$ cat src/rtl/gf_2to128_digit_serial_multiplier.sv
// ----------------------------------------------------------------------------
// gf_2to128_digit_serial_multiplier
//   Iterative GF(2^128) multiplier for the GHASH datapath. It computes
//   o_data = i_data_x * i_data_h mod (x^128 + x^7 + x^2 + x + 1) in GCM bit
//   order, where bit NB_DATA-1 holds x^0 and bit 0 holds x^127.
//   X is consumed N_SUBPROD bits per cycle in Horner order, starting with the
//   highest-degree digit.
//
// Ports
//   i_clock    : clock; all state updates on the rising edge
//   i_reset    : synchronous, active-high reset
//   i_valid    : operand pair valid
//   o_ready    : block can accept operands (IDLE only)
//   i_data_x   : multiplicand X (GHASH input block)
//   i_data_h   : multiplier H (hash subkey)
//   o_valid    : result valid; held until consumed
//   i_ready    : downstream accepts the result
//   o_data     : product X*H (zero whenever o_valid is low)
//   dbg_state  : current FSM state (0 IDLE, 1 LOAD, 2 RUN, 3 DONE)
//
// Handshake: a transfer occurs on a rising edge where valid and ready are both
// high. Operands are sampled only on the accepting edge. The result and
// o_valid stay put until i_ready is seen; o_ready is low for the whole
// operation, so operands offered while busy are dropped, not queued.
// ----------------------------------------------------------------------------

// Reduction of the digit shifted out below bit 0 of the accumulator.
// Input bit i lands at degree 128 + (N_SUBPROD-1-i) after the shift; its
// reduced form is R * x^(N_SUBPROD-1-i), with R = x^7+x^2+x+1. The per-bit
// terms are elaboration-time constants built with the same multiply-by-x step
// as the datapath, so any overflow past x^127 is folded back again.
module gf_2to128_multiplier_booth1_subrem #(
  parameter int NB_DATA   = 128,
  parameter int N_SUBPROD = 8
) (
  input  logic [N_SUBPROD-1:0] i_data,
  output logic [NB_DATA-1:0]   o_data
);

  localparam logic [NB_DATA-1:0] R_POLY = {8'he1, {(NB_DATA-8){1'b0}}};

  function automatic logic [NB_DATA-1:0] mul_x(input logic [NB_DATA-1:0] v);
    return v[0] ? ((v >> 1) ^ R_POLY) : (v >> 1);
  endfunction

  function automatic logic [NB_DATA-1:0] red_term(input int k);
    logic [NB_DATA-1:0] t;
    t = R_POLY;
    for (int s = 0; s < k; s++) t = mul_x(t);
    return t;
  endfunction

  logic [NB_DATA-1:0] terms [N_SUBPROD];

  for (genvar i = 0; i < N_SUBPROD; i++) begin : g_term
    localparam logic [NB_DATA-1:0] TERM = red_term(N_SUBPROD - 1 - i);
    assign terms[i] = i_data[i] ? TERM : '0;
  end

  always_comb begin
    o_data = '0;
    for (int i = 0; i < N_SUBPROD; i++) o_data = o_data ^ terms[i];
  end

endmodule

module gf_2to128_digit_serial_multiplier #(
  parameter int NB_DATA   = 128,
  parameter int N_SUBPROD = 8
) (
  input  logic               i_clock,
  input  logic               i_reset,
  input  logic               i_valid,
  output logic               o_ready,
  input  logic [NB_DATA-1:0] i_data_x,
  input  logic [NB_DATA-1:0] i_data_h,
  output logic               o_valid,
  input  logic               i_ready,
  output logic [NB_DATA-1:0] o_data,
  output logic [1:0]         dbg_state
);

  localparam int K  = NB_DATA / N_SUBPROD;
  localparam int CW = (K > 1) ? $clog2(K) : 1;
  localparam logic [NB_DATA-1:0] R_POLY = {8'he1, {(NB_DATA-8){1'b0}}};

  if ((NB_DATA != 128) || ((NB_DATA % N_SUBPROD) != 0) || (N_SUBPROD < 7))
  begin : g_bad_config
    $error("gf_2to128_digit_serial_multiplier: unsupported NB_DATA/N_SUBPROD");
  end

  typedef enum logic [1:0] {
    ST_IDLE = 2'd0,
    ST_LOAD = 2'd1,
    ST_RUN  = 2'd2,
    ST_DONE = 2'd3
  } state_t;

  state_t             state, state_nx;
  logic [NB_DATA-1:0] x_q, h_q, z_q;
  logic [NB_DATA-1:0] hx_q [N_SUBPROD];
  logic [NB_DATA-1:0] hx_d [N_SUBPROD];
  logic [CW-1:0]      cnt_q;

  logic [N_SUBPROD-1:0] digit;
  logic [NB_DATA-1:0]   partial;
  logic [NB_DATA-1:0]   overflow_red;
  logic [NB_DATA-1:0]   z_nx;

  function automatic logic [NB_DATA-1:0] mul_x(input logic [NB_DATA-1:0] v);
    return v[0] ? ((v >> 1) ^ R_POLY) : (v >> 1);
  endfunction

  // H * x^m for every bit position of a digit; registered once in LOAD.
  always_comb begin
    logic [NB_DATA-1:0] v;
    v = h_q;
    for (int m = 0; m < N_SUBPROD; m++) begin
      hx_d[m] = v;
      v       = mul_x(v);
    end
  end

  // Digit bit j carries degree (N_SUBPROD-1-j) relative to the digit's lowest
  // degree, so it selects H * x^(N_SUBPROD-1-j).
  assign digit = x_q[int'(cnt_q)*N_SUBPROD +: N_SUBPROD];

  always_comb begin
    partial = '0;
    for (int j = 0; j < N_SUBPROD; j++) begin
      if (digit[j]) partial = partial ^ hx_q[N_SUBPROD-1-j];
    end
  end

  gf_2to128_multiplier_booth1_subrem #(
    .NB_DATA  (NB_DATA),
    .N_SUBPROD(N_SUBPROD)
  ) u_subrem (
    .i_data(z_q[N_SUBPROD-1:0]),
    .o_data(overflow_red)
  );

  // Horner step: Z * x^N (zero-filled shift plus folded overflow) + digit*H.
  assign z_nx = (z_q >> N_SUBPROD) ^ overflow_red ^ partial;

  always_ff @(posedge i_clock) begin
    if (i_reset) state <= ST_IDLE;
    else         state <= state_nx;
  end

  always_comb begin
    state_nx = state;
    case (state)
      ST_IDLE: if (i_valid) state_nx = ST_LOAD;
      ST_LOAD: state_nx = ST_RUN;
      ST_RUN:  if (cnt_q == CW'(K-1)) state_nx = ST_DONE;
      ST_DONE: if (i_ready) state_nx = ST_IDLE;
      default: state_nx = ST_IDLE;
    endcase
  end

  always_ff @(posedge i_clock) begin
    if (i_reset) begin
      x_q   <= '0;
      h_q   <= '0;
      z_q   <= '0;
      cnt_q <= '0;
      for (int m = 0; m < N_SUBPROD; m++) hx_q[m] <= '0;
    end else begin
      case (state)
        ST_IDLE: begin
          if (i_valid) begin
            x_q   <= i_data_x;
            h_q   <= i_data_h;
            z_q   <= '0;
            cnt_q <= '0;
          end
        end
        ST_LOAD: begin
          for (int m = 0; m < N_SUBPROD; m++) hx_q[m] <= hx_d[m];
        end
        ST_RUN: begin
          z_q   <= z_nx;
          cnt_q <= cnt_q + 1'b1;
        end
        default: ;
      endcase
    end
  end

  assign o_ready   = (state == ST_IDLE);
  assign o_valid   = (state == ST_DONE);
  assign o_data    = (state == ST_DONE) ? z_q : '0;
  assign dbg_state = state;

endmodule

$ cat config.mk
export PLATFORM = sky130hd
export DESIGN_NAME = gf_2to128_digit_serial_multiplier
export DESIGN_NICKNAME = d
export VERILOG_FILES = /design/src/rtl/gf_2to128_digit_serial_multiplier.sv
export SDC_FILE = /design/constraint.sdc
export NUM_CORES = 2
export LEC_CHECK = 0
export BUFFER_PORTS_ARGS = -buffer_cell sky130_fd_sc_hd__buf_2
export CAP_MARGIN = 20
export CORE_ASPECT_RATIO = 0.6
export CORE_MARGIN = 8
export CORE_UTILIZATION = 65
export DETAILED_ROUTE_END_ITERATION = 12
export GPL_ROUTABILITY_DRIVEN = 0
export PLACE_DENSITY = 0.87
export SLEW_MARGIN = 20
export SYNTH_ARGS = -nofsm -noshare
export SYNTH_HDL_FRONTEND = slang
export SYNTH_SLANG_ARGS = --single-unit
$ cat constraint.sdc
create_clock -name i_clock -period 14.4 [get_ports i_clock]
set_input_delay 1.44 -clock i_clock [delete_from_list [all_inputs] [get_ports i_clock]]
set_output_delay 1.44 -clock i_clock [all_outputs]
set_load 0.03 [all_outputs]
Word-level counts from Yosys, hierarchy flattened
Memories as Yosys holds them, arrays and structs flattened.
Cells that the tools add are included.

operators by class
  add/subtract/negate cells = 1
  equality and inequality tests = 7
  shift-type cells = 1
  mux-type cells = 45
  bitwise gates (word level) = 31
  reductions and logical operators = 5

operator list
  cell                                           number
  two-way mux 128 bit                            26
  XOR 128 bit                                    15
  one-hot mux 128 bit (2 select lines)           1
  indexed part select 128 x 8 -> 8 bit           1
  XOR 120 x 128 -> 128 bit                       1
  two-way mux 127 bit                            1
  two-way mux 126 bit                            1
  two-way mux 125 bit                            1
  two-way mux 124 bit                            1
  two-way mux 123 bit                            1
  two-way mux 122 bit                            1
  two-way mux 121 bit                            1
  inverter 3 -> 4 bit                            7
  bitwise OR 1 bit                               8
  one-hot mux 2 bit (4 select lines)             1
  one-hot mux 4 bit (2 select lines)             1
  two-way mux 2 bit                              3
  two-way mux 1 bit                              5
  adder 4 x 1 -> 4 bit (second input constant)   1
  == test 2 bit (second input constant)          2
  == test 4 bit (second input constant)          1
  two-way mux 4 bit                              1
  inequality test 2 bit (second input constant)  2
  AND reduction 2 bit                            2
  other kinds (5)                                5

word-level totals
  flip-flop bits (word level) = 390
  bits in writable memories = 1024
  output and inout bits = 132
  logic and storage cells = 96
  memories kept = 1

memory list
  memory  words  width  rd ports  clocked after memory_dff  wr ports  line  source
  hx_q    8      128    8         0                         8         101   logic [NB_DATA-1:0] hx_q [N_SUBPROD];

Longest topological paths before layout
  word-level depth = 18
  mapped depth = 13
  mapped depth without buffers = 8

Cells and area by module
From an unflattened synthesis, not the netlist that was laid out.

unflattened totals
  cell total of the unflattened synthesis = 4552
  area total of the unflattened synthesis = 41195.8 µm²

by module, submodules not included
  module                              times used  cells an instance  area an instance (µm²)  seq. area each (µm²)
  gf_2to128_digit_serial_multiplier   1           4418               40168.5                 16035.4
  gf_2to128_multiplier_booth1_subrem  1           134                1027.2                  0.0

Worst setup path before layout
OpenSTA, ideal clock, no wires.

  path kind = input port to flip-flop
  start point = input port i_reset
  end point = memory hx_q[0][121] (enable)
  setup time = 522 ps
  arrival = 5597 ps
  slack = 8281 ps
  stages = 4
  buffers on the path = 3
  cell sequence = clkbuf_1 > clkbuf_1 > clkbuf_1 > or2_2

RTL lines
  what         line  source
  from (decl)  72    input logic i_reset,
  to (decl)    101

Worst setup path in the final report
  start point = register cnt_q[2]
  end point = register z_q[114]

between the ends
  cells in the longest elaborated chain, start to end = 18

ends and longest elaborated chain
  what                                    line  source
  from (decl)                             103   logic [CW-1:0] cnt_q;
  from (signal assigned)                  184   cnt_q <= cnt_q + 1'b1;
  indexed part select 128 x 8 -> 8 bit *  126   assign digit = x_q[int'(cnt_q)*N_SUBPROD +: N_SUBPROD];
  two-way mux 128 bit                     131   if (digit[j]) partial = partial ^ hx_q[N_SUBPROD-1-j];
  XOR 128 bit                             131
  two-way mux 128 bit                     131
  XOR 128 bit                             131
  two-way mux 128 bit                     131
  XOR 128 bit                             131
  two-way mux 128 bit                     131
  [2 not listed]                          -
  XOR 128 bit                             131
  two-way mux 128 bit                     131
  XOR 128 bit                             131
  two-way mux 128 bit                     131
  XOR 128 bit                             131
  two-way mux 128 bit *                   131
  XOR 128 bit *                           144   assign z_nx = (z_q >> N_SUBPROD) ^ overflow_red ^ partial;
  one-hot mux 128 bit (2 select lines) *  170   case (state)
  to (signal assigned)                    183   z_q <= z_nx;
  to (decl)                               100   logic [NB_DATA-1:0] x_q, h_q, z_q;

Mark *: on every way between the ends. The rest lies on a longest branch, timed or not.
A chain may end at the register's enable or synchronous reset.

==> qor.yml <==
clocking:
  clockBufferDepth: 3
  clock_sinks: 664
  numCtsBuffers: 59
  cts_hold_buf: 0
  path_clk_slew_ps: 70
  clkLatencyLatePin_ps: 640
  post_cts_resize_count: 0
  cts_root_buf: "clkbuf_16"
  post_cts_buffers: 0
  cts_tree: "done"
  h-tree-depth: 2
logic_synthesis:
  synth_top_area_cell: "edfxtp_1"
  synth_area_leaders: "edfxtp_1 21%, dfxtp_1 20%, xnor2_1 15%"
  yosysMostFrequentCell: "nand2_1"
  ys_types: 41
  synth_ff_type: "dfxtp_1"
  syn-num-nets: 4609
  synth.avg_cell_area_sq_um: 9.00
  synth_edf_count: 274
  postSynthCellCount: 4344
  synth_top_area_share_pct: 21.0
  synth_area_sq_um: 39100
  yosysWarnings: 0
  ys_ff_latch: 664
  synth_common_cells: "1543 x nand2_1, 674 x xnor2_1, 390 x dfxtp_1"
  async_flop_share_pct: 0
  ys_seq_area_share_pct: 41.0
run_status:
  status: "completed"
critical_path:
  cp_slowest_stage_delay_ps: 830
  crit_arrival_ps: 5190
  required_ps: 14900
  crit_path_max_fanout: 74
  critPathLaunchType: "register"
  crit_type: "register to register"
  slowest_stage: "buf_4"
  end_kind: "register"
  path_common_cell: "buf_4"
  reg2reg_setup_slack_ps: 9710
  crit_chain: "buf_4 -> mux2i_1 -> a221oi_1 -> o2bb2ai_4 -> buf_4 -> buf_4 -> nand2_1 -> xnor3_1 -> xnor2_1 -> xnor2_1 -> a22o_1"
floorplan:
  die_h_um: 206
  die_x_um: 333
  rows: 69
  die_area_sq_um: 68500
  design.core.area_sq_um: 59300
  io_pins: 392
  start_util_pct: 65.9
finish:
  fillers: 4169
  postLayoutCoreUtil_pct: 73.1
  antenna_cells: 0
  layout-drive-gt1-share_pct: 12.2
  fin_nets: 4805
  final_cells: 5370
  final_area_sq_um: 43300
  areaGrowthSynthToFinish_pct: 10.9
placement:
  place_area_sq_um: 41100
  dp.cells: 5257
  numPortBuffers: 391
  post-dp-hpwl_um: 74200
timing:
  slew_viol_final: 0
  fin_skew_ps: 30.8
  relSlewSlack_pct: 25.8
  rsz0062_at_grt: "false"
  hold_viol: 0
  period_minus_slack_ps: 4690
  hold_ws_ps: 451
  tns_ps: 0
  fmax_ghz: 0.213
  fin_crit_sh_pct: 32.6
  tightest_slew_ps: 1110
  setup_viol: 0
drt:
  drt_iter0_drc: 4336
  viasPerCell: 5.92
  drc_errors: 0
  drt_wl_total_um: 113000
  drt_first_pass_iters: 6
  wl_per_cell_um: 21.0
  vias: 31800
  final_antenna_net_count: 0
grt:
  grtUsageTotal_pct: 31.9
  antenna_found_initial: 2
  grt_pass1_vias: 30900
  overflow: 0
  grt_pass1_wl_um: 174000
  grt_max_degree: 131
pwr:
  irDropWorstVdd_v: 0.000115
  powerDensity_nw_per_um2: 159
  leakage_uw: 0.0173
worst_hold_path:
  holdCritPathClass: "register to register"
job:
  drv_cap: 0
registers in the layout, summed over array words and instances, names as in the netlist:
signal	cells
cnt_q	4
hx_q	274
z_q	128
h_q	128
x_q	128
dbg_state	2
worst max-delay path, delay by kind of cell, from the launching register on:
| family | cells | cell delay (ps) |
|---|---|---|
| multiplexers | 1 | 280 |
| AO/OA/AOI/OAI | 3 | 930 |
| XOR/XNOR | 3 | 810 |
| flip-flops | 1 | 320 |
| AND/OR/NAND/NOR | 1 | 180 |
| buffers and inverters | 3 | 1950 |
stage by stage:
stage          setup WS, ps  total power [uW]
3_5_place_dp           9290              5070
6_report               9710              6880
2_1_floorplan          8280              4470
3_3_place_gp           9390              4980
4_1_cts                9810              6820
5_1_grt                9520              7170
power breakdown:
group,internal (uW),switching [uW],total (uW),leakage (uW)
Sequential,2370,403,2780,0.00611
Combinational,960,1400,2350,0.0102
Clock,999,754,1750,0.00103
layout by cell type, fill, tap and decap left out, types with 38 or more instances in the layout:
cell type  synthesis  layout
xnor2_1          674     674
nor2_1            39      38
buf_2             84     390
nand2_1         1543    1542
edfxtp_1         274     274
and2_1           263     262
dfxtp_1          390     389
a21oi_1          261     261
xor2_1           149     149
a22o_1           129     128
xnor3_1          121     121
nor2b_1          121     119
clkbuf_16          0      62
kinds of logic (layout without fill, tap and decap cells):
| group | count (synthesis) | after routing | synth area share, % |
|---|---|---|---|
| and+or+nand+nor | 1977 | 1977 | 21.5 |
| xor gates and xnor gates | 944 | 944 | 25.4 |
| buffers and inverters | 294 | 539 | 3.25 |
| adders and majority gates | 5 | 5 | 0.160 |
| muxes | 47 | 47 | 1.97 |
| DFF | 664 | 664 | 41.0 |
| AOI/OAI and AO/OA | 413 | 413 | 6.68 |
path summary, 6_finish.rpt:
kind / from / to / cells after the start
setup / recovery: cnt_q[2] / z_q[114] / 11
hold / removal: x_q[45] / x_q[45] / 2
setup reg to reg: cnt_q[2] / z_q[114] / 11
hold reg to reg: x_q[45] / x_q[45] / 2
layout make-up:
cell class	instances	area, sq um	share of cell area [%]
Inverter	6	22.5	0.0520
Sequential cell	664	16000	37.0
Clock buffer	74	1660	3.82
Timing Repair Buffer	423	2270	5.24
Clock inverter	36	468	1.08
Tap cell	781	977	2.25
Multi-Input combinational cell	3386	21900	50.6
per-layer routing:
layer / global-route usage [%] / share of wire, %
met5: 0 / 0.027
met2: 49.0 / 44
met3: 8.82 / 13
met4: 10.8 / 3.6
met1: 43.6 / 39
Power figures use the tool's default switching activity.
